File: src/rtl/fetch_unit.sv
// Instruction-fetch stage: owns the PC, reads a synchronous instruction memory and
// feeds decode through a small skid FIFO. Optional jump predecode: FETCH_JUMP_PREDECODE_EN.
module fetch_unit #(
    parameter int PC_W      = 16,
    parameter int INSTR_W   = 24,
    parameter int BUF_DEPTH = 2
) (
    input  logic               clk,
    input  logic               rst_n,
    output logic               imem_req,
    output logic [PC_W-1:0]    imem_addr,
    input  logic [INSTR_W-1:0] imem_rdata,
    output logic [INSTR_W-1:0] instr,
    output logic [PC_W-1:0]    instr_pc,
    output logic               instr_valid,
    input  logic               stall,
    input  logic               redirect,
    input  logic [PC_W-1:0]    redirect_pc,
    output logic               halted
);

    localparam int AW = $clog2(BUF_DEPTH);

    localparam logic [1:0] ST_RUN   = 2'd0;
    localparam logic [1:0] ST_FLUSH = 2'd1;
    localparam logic [1:0] ST_HALT  = 2'd2;

    logic [1:0]         r_state;
    logic [PC_W-1:0]    r_pc;
    logic               r_epoch;
    logic               r_inflight;
    logic               r_inflight_epoch;
    logic [PC_W-1:0]    r_inflight_pc;
    logic [INSTR_W-1:0] r_fifo_data [BUF_DEPTH];
    logic [PC_W-1:0]    r_fifo_pc   [BUF_DEPTH];
    logic [AW-1:0]      r_rd_ptr;
    logic [AW-1:0]      r_wr_ptr;
    logic [AW:0]        r_count;

    logic               w_empty;
    logic               w_valid;
    logic               w_consume;
    logic               w_halt;
    logic               w_redirect;
    logic               w_resp_ok;
    logic               w_enq;
    logic               w_jump;
    logic               w_req;
    logic [AW+1:0]      w_level;
    logic [INSTR_W-1:0] w_head_data;
    logic [PC_W-1:0]    w_head_pc;

    assign w_empty     = (r_count == '0);
    assign w_head_data = r_fifo_data[r_rd_ptr];
    assign w_head_pc   = r_fifo_pc[r_rd_ptr];
    assign w_valid     = (r_state != ST_HALT) && !w_empty;
    assign w_consume   = w_valid && !stall;

    // Halt outranks a same-edge redirect: the zero word is consumed first, then fetch stops.
    assign w_halt      = w_consume && (w_head_data == '0);
    assign w_redirect  = (r_state == ST_RUN) && redirect && !w_halt;

    assign w_resp_ok   = r_inflight && (r_inflight_epoch == r_epoch) && (r_state != ST_HALT);
    assign w_enq       = w_resp_ok && !w_halt && !w_redirect;

`ifdef FETCH_JUMP_PREDECODE_EN
    assign w_jump = w_enq && (r_state == ST_RUN) && (imem_rdata[INSTR_W-1 -: 4] == 4'b0100);
`else
    assign w_jump = 1'b0;
`endif

    // Outstanding work after this edge must fit the FIFO, counting a word that leaves now.
    assign w_level = (AW+2)'(r_count) + (AW+2)'(r_inflight) - (AW+2)'(w_consume);
    assign w_req   = rst_n && (r_state == ST_RUN) && (w_level < (AW+2)'(BUF_DEPTH));

    assign imem_req    = w_req;
    assign imem_addr   = r_pc;
    assign instr_valid = w_valid;
    assign instr       = w_valid ? w_head_data : '0;
    assign instr_pc    = w_valid ? w_head_pc : '0;
    assign halted      = (r_state == ST_HALT);

    always_ff @(posedge clk or negedge rst_n) begin
        if (!rst_n) begin
            r_state          <= ST_RUN;
            r_pc             <= '0;
            r_epoch          <= 1'b0;
            r_inflight       <= 1'b0;
            r_inflight_epoch <= 1'b0;
            r_inflight_pc    <= '0;
            r_rd_ptr         <= '0;
            r_wr_ptr         <= '0;
            r_count          <= '0;
        end else begin
            r_inflight       <= w_req;
            r_inflight_epoch <= r_epoch;
            r_inflight_pc    <= r_pc;

            if (w_redirect) begin
                r_pc <= redirect_pc;
            end else if (w_jump) begin
                r_pc <= imem_rdata[PC_W-1:0];
            end else if (w_req) begin
                r_pc <= r_pc + 1'b1;
            end

            if (w_redirect || w_jump) begin
                r_epoch <= ~r_epoch;
            end

            case (r_state)
                ST_RUN: begin
                    if (w_halt) begin
                        r_state <= ST_HALT;
                    end else if (w_redirect || w_jump) begin
                        r_state <= ST_FLUSH;
                    end
                end
                ST_FLUSH: r_state <= w_halt ? ST_HALT : ST_RUN;
                ST_HALT:  r_state <= ST_HALT;
                default:  r_state <= ST_RUN;
            endcase

            if (w_halt || w_redirect) begin
                r_rd_ptr <= '0;
                r_wr_ptr <= '0;
                r_count  <= '0;
            end else begin
                if (w_consume) begin
                    r_rd_ptr <= r_rd_ptr + 1'b1;
                end
                if (w_enq) begin
                    r_wr_ptr <= r_wr_ptr + 1'b1;
                end
                r_count <= r_count + (AW+1)'(w_enq) - (AW+1)'(w_consume);
            end
        end
    end

    always_ff @(posedge clk) begin
        if (w_enq) begin
            r_fifo_data[r_wr_ptr] <= imem_rdata;
            r_fifo_pc[r_wr_ptr]   <= r_inflight_pc;
        end
    end

endmodule

File: config.mk
export PLATFORM = sky130hd
export DESIGN_NAME = fetch_unit
export DESIGN_NICKNAME = d
export VERILOG_FILES = /design/src/rtl/fetch_unit.sv
export SDC_FILE = /design/constraint.sdc
export NUM_CORES = 1
export LEC_CHECK = 0
export ABC_AREA = 1
export CORE_MARGIN = 2
export CORE_UTILIZATION = 45
export CTS_CLUSTER_DIAMETER = 80
export DETAILED_ROUTE_END_ITERATION = 8
export PLACE_DENSITY = 0.82
export SYNTH_ARGS = -nofsm -noshare
export SYNTH_HDL_FRONTEND = slang
export SYNTH_SLANG_ARGS = --single-unit
File: constraint.sdc
create_clock -name clk -period 4.6 [get_ports clk]
set_input_delay 0.92 -clock clk [delete_from_list [all_inputs] [get_ports clk]]
set_output_delay 0.92 -clock clk [all_outputs]
set_load 0.02 [all_outputs]
After elaboration in Yosys (flattened, before gate mapping)
Memories as Yosys holds them, arrays and structs flattened.
Index checks and enable logic that the tools add are counted.
- output and inout port bits: 59
- register bits: 41
- word-level logic and storage cells: 62
- bits in writable memories: 80
- memories: 2
- add/subtract/negate cells: 7
- equal/unequal tests: 5
- reduce and logical (&&, ||, !) cells: 22
- bitwise logic cells: 1
- multiplexer cells: 15
- order comparisons: 1
- memories (memory ; depth ; width ; read ports ; clocked after Yosys merged registers in ; wr ports ; line ; RTL):
    r_fifo_data ; 2 ; 24 ; 1 ; 0 ; 1 ; 34 ; logic [INSTR_W-1:0] r_fifo_data [BUF_DEPTH];
    r_fifo_pc ; 2 ; 16 ; 1 ; 0 ; 1 ; 35 ; logic [PC_W-1:0] r_fifo_pc [BUF_DEPTH];
- operators by type and width (kind ; number):
    $mux 16 ; 3
    $logic_not 24->1 ; 1
    $mux 24 ; 1
    $add 16x1->16 const B ; 1
    $logic_and 1x1->1 ; 11
    $mux 2 ; 4
    $mux 1 ; 6
    $pmux 2 s3 ; 1
    $reduce_bool 2->1 ; 3
    $logic_not 1->1 ; 4
    $logic_not 2->1 ; 2
    $add 2x1->3 ; 1
    $lt 3x2->1 const B ; 1
    $ne 3x3->1 const B ; 1
    $sub 3x1->3 ; 1
    $add 1x1->1 const B ; 2
    $add 2x1->2 ; 1
    $eq 2x1->1 const B ; 1
    $eq 2x2->1 const B ; 1
    $ne 2x2->1 const B ; 1
    $sub 2x1->2 ; 1
    $eq 1x1->1 ; 1
    $logic_or 1x1->1 ; 1
    $not 1->1 ; 1

Longest topological paths before layout
Gate-level depths: netlist of run 1.
- depth after elaboration: 12
- gate-level depth with buffers: 18

Worst setup path after synthesis of run 1
No wires, ideal clock.
- path kind: input port to flip-flop
- start point: input stall
- end point: memory r_fifo_data[0][0] (enable)
- path buffers: 0
- stages: 6
- setup slack: 1.122 ns
- data arrival time: 3.041 ns
- cell sequence: nor2_2 -> nand3_1 -> nor2_1 -> nand2_2 -> nand3b_1 -> nor2_1
- word-level cells in the longest chain between the ends: 9
- elaborated cells on any way between the ends: 10
- those cells by class: mux: 2; reduce/logical: 8
- ends and longest elaborated chain (what ; line ; RTL):
    from (decl) ; 16 ; input logic stall,
    $logic_not 1->1 (*) ; 57 ; assign w_consume = w_valid && !stall;
    $logic_and 1x1->1 (*) ; 57 ;
    $logic_and 1x1->1 (*) ; 60 ; assign w_halt = w_consume && (w_head_data == '0);
    $logic_not 1->1 (*) ; 61, 64 ;
    $logic_and 1x1->1 ; 61 ; assign w_redirect = (r_state == ST_RUN) && redirect && !w_halt;
    $logic_not 1->1 ; 64 ; assign w_enq = w_resp_ok && !w_halt && !w_redirect;
    $logic_and 1x1->1 (*) ; 64 ;
    $mux 1 (*) ; 141 ; if (w_enq) begin
    $mux 1 (implied by the code) (*) ; 142 ; r_fifo_data[r_wr_ptr] <= imem_rdata;
    to (decl) ; 34 ;
Every way passes the cells marked *; elsewhere a longest branch is shown, timed or not.

Worst setup path in the final report of run 1
- start point: input stall
- end point: output imem_req
- word-level cells in the longest chain between the ends: 5
- ends and longest elaborated chain (what ; line ; RTL):
    $logic_not 1->1 ; 57 ;
    $logic_and 1x1->1 ; 57 ;
    $sub 3x1->3 ; 73 ; assign w_level = (AW+2)'(r_count) + (AW+2)'(r_inflight) - (AW+2)'(w_consume);
    $lt 3x2->1 ; 74 ; assign w_req = rst_n && (r_state == ST_RUN) && (w_level < (AW+2)'(BUF_DEPTH));
    $logic_and 1x1->1 ; 74 ;
    to (decl) ; 10 ; output logic imem_req,
Every way passes these cells.

==> results of run 1 <==
## area by class of cell
cell class | count | area share
clock buffer | 19 | 0.0647
sequential | 121 | 0.490
timing repair buffer | 112 | 0.156
multi-input combinational | 312 | 0.206
inverter | 63 | 0.0345
clock inverter | 13 | 0.0239
tap | 143 | 0.0256
## worst paths after layout
path	startpoint	end	slack [ps]	cells past startpoint
worst max-delay path	stall	imem_req	320	10
worst min-delay path	r_inflight_pc[2]	r_fifo_pc[0][2]	450	0
worst min register to register	r_inflight_pc[2]	r_fifo_pc[0][2]	450	0
worst max register to register	r_rd_ptr	r_fifo_data[1][1]	1270	12
max in group asynchronous	rst_n	r_wr_ptr	3610	2
min in group asynchronous	rst_n	imem_addr[5]	640	2
## metal layers
layer  global-route usage  share of wire  wire length (um)  vias up
met2                0.323           0.50              5870      169
met5                    0              0                 0        -
met1                0.246           0.42              4970     1860
li1                     -              -                 -     1894
met3               0.0566          0.071               840       12
met4               0.0543         0.0071                83        0
## cells by family (layout without fill, tap and decap cells)
logic type | count (synthesis) | count (layout) | share of synthesized area
buffers and inverters | 82 | 207 | 0.0731
adder cells (fa/ha/maj) | 5 | 5 | 0.0134
AO/OA/AOI/OAI | 37 | 37 | 0.0366
flip-flops | 121 | 121 | 0.655
XOR/XNOR | 10 | 10 | 0.0167
AND/OR/NAND/NOR | 260 | 260 | 0.206
## metrics by stage
stage / power (mW) / util
3_3_place_gp: 1.26 / 0.561
3_5_place_dp: 1.26 / 0.561
2_1_floorplan: 1.21 / -
4_1_cts: 2.62 / 0.616
6_report: 2.60 / 0.616
5_1_grt: 2.69 / 0.616
## layout by cell type (no fill, tap or decap), drive strengths merged
cell type,instances
a31oi,2
ha,4
o21ai,11
dfrtp,41
bufinv,3
nand2,153
clkinv,4
a21oi,24
buf,11
xor2,4
clkinvlp,5
nand3b,2
nor3,3
fa,1
and3,1
inv,64
nor2,52
xnor2,6
clkdlybuf4s50,101
nand3,44
nand4,3
nor3b,2
edfxtp,80
clkbuf,19
## state kept, by name, summed over array words and instances (netlist names)
register / cells
imem_addr: 16
r_inflight_epoch: 1
r_inflight: 1
r_count: 2
r_wr_ptr: 1
r_inflight_pc: 16
r_fifo_pc: 32
r_fifo_data: 48
r_epoch: 1
r_rd_ptr: 1
r_state: 2
## power by group through the flow
stage	logic [mW]	clock network, mW	registers [mW]
after floorplan	0.0314	0	1.18
after global placement	0.0784	0	1.18
after detailed placement	0.0818	0	1.18
after CTS	0.0826	1.37	1.16
after global routing	0.0905	1.43	1.16
final	0.0819	1.36	1.16
==> impl_metrics.yaml, run 1 <==
outcome:
  run_status: "finished clean"
logic_synthesis:
  synth_nets: 564
  post_synth_inst_count: 515
  yosysTopAreaCell: "sky130_fd_sc_hd__edfxtp_1"
  synth.most_common_cell: "sky130_fd_sc_hd__nand2_1"
  ys.warnings.count: 0
  synth.ff_latch_count: 121
  synth_top_cells_by_area: "sky130_fd_sc_hd__edfxtp_1 46%, sky130_fd_sc_hd__dfrtp_1 20%, sky130_fd_sc_hd__nand2_1 11%"
  sequential_share_of_the_synthesized_area: 0.655
  post_synth_most_frequent_cells: "149 x sky130_fd_sc_hd__nand2_1, 80 x sky130_fd_sc_hd__edfxtp_1, 58 x sky130_fd_sc_hd__inv_1"
  synth-async-reset-ratio: 0.339
  synth_area_um2: 5240
  synth-main-ff-cell: "sky130_fd_sc_hd__edfxtp_1"
  syn_avg_cell_area_um2: 10.2
  yosys.cell_types.count: 31
  synth_enable_flop_cells: 80
  synth_top_area_share: 0.459
power:
  power_density_nw_per_um2: 371
  clock_power_share: 0.522
  vdd_drop_max_mv: 0.247
  seq_power_share: 0.447
  intPower_mw: 2.08
  static-leakage-power_nw: 2.93
  combinationalPowerShare: 0.032
  p_sw_uw: 516
  swShare: 0.199
timing:
  timing.clock.skew_ps: 12.1
  setup_viol: 0
  hold_ws_ps: 445
  max_clock_freq_mhz: 234
  finalMaxSlewViolations: 0
  rsz0062_at_grt: "no"
  final.setup.tns_ps: 0
  fin_crit_ps: 4280
  slew_headroom: 0.588
  min_period_over_period: 0.931
  max_slew.worst_pin.slew_ps: 614
  setup_slack_ps: 318
  timing.final.hold_violations: 0
floorplan:
  total_die_area_um2: 12500
  boundaryPins: 103
  fp.coreArea_um2: 11400
  chipHeight_um: 112
  row_count: 39
  initial_utilization: 0.461
  floorplan.die.width_um: 112
clock_network:
  postCtsResizedCells: 0
  hold_buffers: 0
  clock_sink_total: 121
  cts_tree: "done"
  numCtsBuffers: 17
  h-tree-depth: 4
  clk_pin_slew_worst_paths_ps: 50
  buffer_levels_on_the_longest_clock_path: 2
  clock-root-buffer: "sky130_fd_sc_hd__clkbuf_16"
  postCtsSetupRepairBufs: 0
  clock_latency_late_sink_ps: 400
placed_design:
  post-place-cells: 751
  place_area_um2: 6380
  place_congestion: 0.857
  port-buffer-count: 102
  preCtsSetupSlack_ps: 347
  dp.final_hpwl_um: 7890
worst_setup_path:
  timing.critical_path.required_ps: 3680
  startpoint_type: "input pin"
  cp_data_arrival_time_ps: 3360
  critical_path_peak_fanout: 4
  crit_path_top_delay_cell: "sky130_fd_sc_hd__clkdlybuf4s50_1"
  crit_family: "buffers and inverters"
  setup.worst_path.class: "in2out"
  worst_setup_path_end_kind: "output pin"
  slowest_delay_ps: 630
  cp_cell_sequence: "clkdlybuf4s50_1 > nor2_2 > ha_1 > inv_1 > nand2_1 > fa_1 > and3_1 > nand2_1 > inv_1 > clkdlybuf4s50_1"
  path_buf_inv: 4
global_route:
  gr-total-overflow: 0
  grt_pass1_vias: 3853
  global_route_wire_length_before_repair_um: 18800
  grt_antenna_before_repair: 0
  grt_util_all_layers: 0.193
  grt_max_degree: 42
drt:
  routed_via_density: 5.03
  route.detailed.drc: 0
  routed-via-count: 3935
  drt-wirelength-per-cell_um: 15.0
  drt-initial-drc-count: 328
  drtPass1Iterations: 5
  totalWireLength_um: 11800
  drtAntennaViolNets: 0
cells_and_area:
  drive_gt1_frac: 0.0859
  non_filler_instances: 783
  area_growth_syn_to_layout_pct: 33.7
  antennaDiodeCount: 0
  num-fill-cells: 873
  final_net_count: 676
  seqCellArea_um2: 3430
  finalInstanceArea_um2: 7000
  multi_input_comb_area_um2: 1440
run:
  maxCapViolCount: 0
min_path:
  worstHoldPathType: "reg2reg"
No activity file was read; power rests on OpenSTA's default activity.
==> run 2: changes to the inputs <==
Settings changed: CORE_UTILIZATION 45 to 32, PLACE_DENSITY 0.82 to 0.65.
Clock period 4.6 ns to 5 ns, I/O delays scaled along.
==> run 2 against run 1 <==
Via count is 3.9% lower. Critical path depth is the same. Non-clock buffer count decreased by 2. Sequential power shrank 8%. Hold slack got worse by 5.2 ps. Sequential cell count stayed put. Cell area up 0.88%. Total power down 9.0%. First-iteration DRC count is 36% lower. Combinational power down 9.9%. Critical endpoint unchanged.
==> impl_metrics.yaml, run 2 (synthesis results as in run 1) <==
outcome:
  run_status: "finished clean"
clock_network:
  hold_buffers: 0
  numCtsBuffers: 17
  buffer_levels_on_the_longest_clock_path: 2
  h-tree-depth: 4
  clock_sink_total: 121
  clk_pin_slew_worst_paths_ps: 50
  clock_latency_late_sink_ps: 410
  cts_tree: "done"
  postCtsResizedCells: 0
  clock-root-buffer: "sky130_fd_sc_hd__clkbuf_16"
  postCtsSetupRepairBufs: 0
floorplan:
  row_count: 46
  fp.coreArea_um2: 15900
  initial_utilization: 0.329
  total_die_area_um2: 17400
  floorplan.die.width_um: 132
  boundaryPins: 103
  chipHeight_um: 132
timing:
  max_clock_freq_mhz: 224
  rsz0062_at_grt: "no"
  timing.final.hold_violations: 0
  slew_headroom: 0.462
  finalMaxSlewViolations: 0
  fin_crit_ps: 4470
  setup_viol: 0
  timing.clock.skew_ps: 7.19
  min_period_over_period: 0.894
  final.setup.tns_ps: 0
  max_slew.worst_pin.slew_ps: 805
drt:
  drt-initial-drc-count: 211
  routed-via-count: 3780
  routed_via_density: 4.43
  drt-wirelength-per-cell_um: 13.8
  drtPass1Iterations: 4
  route.detailed.drc: 0
  totalWireLength_um: 11800
  drtAntennaViolNets: 0
min_path:
  timing.hold.worst.start: "r_inflight_pc[9]"
  worstHoldPathType: "reg2reg"
  min_path_cells: 0
  worstHoldEndpoint: "r_fifo_pc[0][9]"
cells_and_area:
  largest-register: "r_fifo_data"
  area_growth_syn_to_layout_pct: 34.9
  finalInstanceArea_um2: 7060
  largest_registers: "r_fifo_data x48, r_fifo_pc x32"
  commonest_cells_after_routing_fill_and_taps_aside: "149 x sky130_fd_sc_hd__nand2_1, 101 x sky130_fd_sc_hd__clkdlybuf4s50_1, 80 x sky130_fd_sc_hd__edfxtp_1, 58 x sky130_fd_sc_hd__inv_1, 49 x sky130_fd_sc_hd__nor2_1"
  post_route_core_utilization: 0.443
  largest_reg_flops: 48
  antennaDiodeCount: 0
  commonest_non_fill_non_tap_cell_in_the_layout: "sky130_fd_sc_hd__nand2_1"
  final_net_count: 674
  drive_gt1_frac: 0.0815
worst_setup_path:
  worst_setup_path_end_kind: "output pin"
  cp_cell_sequence: "clkdlybuf4s50_1 > nor2_2 > ha_1 > inv_1 > nand2_1 > fa_1 > and3_1 > nand2_1 > inv_1 > clkdlybuf4s50_1"
  path_buf_inv: 4
  setup.reg_to_reg.worst_slack_ps: 1660
  crit_family: "buffers and inverters"
  startpoint_type: "input pin"
  critical_path_peak_fanout: 4
  setup.worst_path.class: "in2out"
  worst_r2r_path_depth: 10
  crit_path_top_delay_cell: "sky130_fd_sc_hd__clkdlybuf4s50_1"
  rr_endpoint: "r_fifo_pc[0][12]"
  r2r-start: "r_rd_ptr"
  slowest_delay_ps: 620
  timing.critical_path.required_ps: 4000
  cp_data_arrival_time_ps: 3470
placed_design:
  port-buffer-count: 102
  place_congestion: 0.793
  place_area_um2: 6460
  dp.final_hpwl_um: 7980
power:
  power_density_nw_per_um2: 335
  vdd_drop_max_mv: 0.236
  static-leakage-power_nw: 2.91
  finalPower_mw: 2.37
global_route:
  grt_pass1_vias: 3765
  gr-total-overflow: 0
  grt_antenna_before_repair: 0
  grt_util_all_layers: 0.141
  global_route_wire_length_before_repair_um: 19100
  grt_max_degree: 42
run:
  maxCapViolCount: 0
run 2: changes by cell type in the layout (fill, tap and decap cells not counted):
cell	previous run	this run
sky130_fd_sc_hd__buf_4	10	8
sky130_fd_sc_hd__clkbuf_1	0	1
sky130_fd_sc_hd__clkbuf_8	2	0
sky130_fd_sc_hd__clkinv_4	2	5
sky130_fd_sc_hd__inv_6	3	1
run 2: worst max path at each step:
stage           from                 to  cells past startpoint
2_1_floorplan  stall  r_fifo_data[0][0]                      6
3_3_place_gp   stall           imem_req                     10
3_5_place_dp   stall           imem_req                     10
4_1_cts        stall           imem_req                     10
5_1_grt        stall           imem_req                     10
6_report       stall           imem_req                     10
run 2: worst reg2reg max path, delay by kind of cell, from the launching register on:
family | cells | cell delay (ps)
AND/OR/NAND/NOR | 8 | 1720
buffers and inverters | 2 | 770
flip-flops | 1 | 560
run 2: area by class of cell:
type	count	area [um^2]
multi-input cells	312	1440
clock inverters	14	176
well taps	216	270
repair buffers	110	1080
fillers	1505	8880
clock buffers	18	429
flip-flops and latches	121	3430
inverters	63	241
run 2: report_power, final:
group          internal, mW  total [mW]  switching, mW
Sequential             1.07        1.07        0.00164
Clock                 0.784        1.22          0.440
Combinational        0.0374      0.0738         0.0364
run 2: routing by layer:
metal,global-route usage,vias to the layer above,wire [um]
met3,0.0427,10,716
met4,0.0471,0,109
met5,0,-,0
met1,0.189,1766,5530
met2,0.220,111,5440
li1,-,1893,-
run 2: stage by stage:
step | std cells | hold WS (ps) | worst slack [ps]
2_1_floorplan | 515 | 411 | 1440
3_5_place_dp | 822 | 432 | 511
5_1_grt | 854 | 461 | 317
4_1_cts | 854 | 444 | 501
6_report | 854 | 440 | 532
3_3_place_gp | 822 | 425 | 521
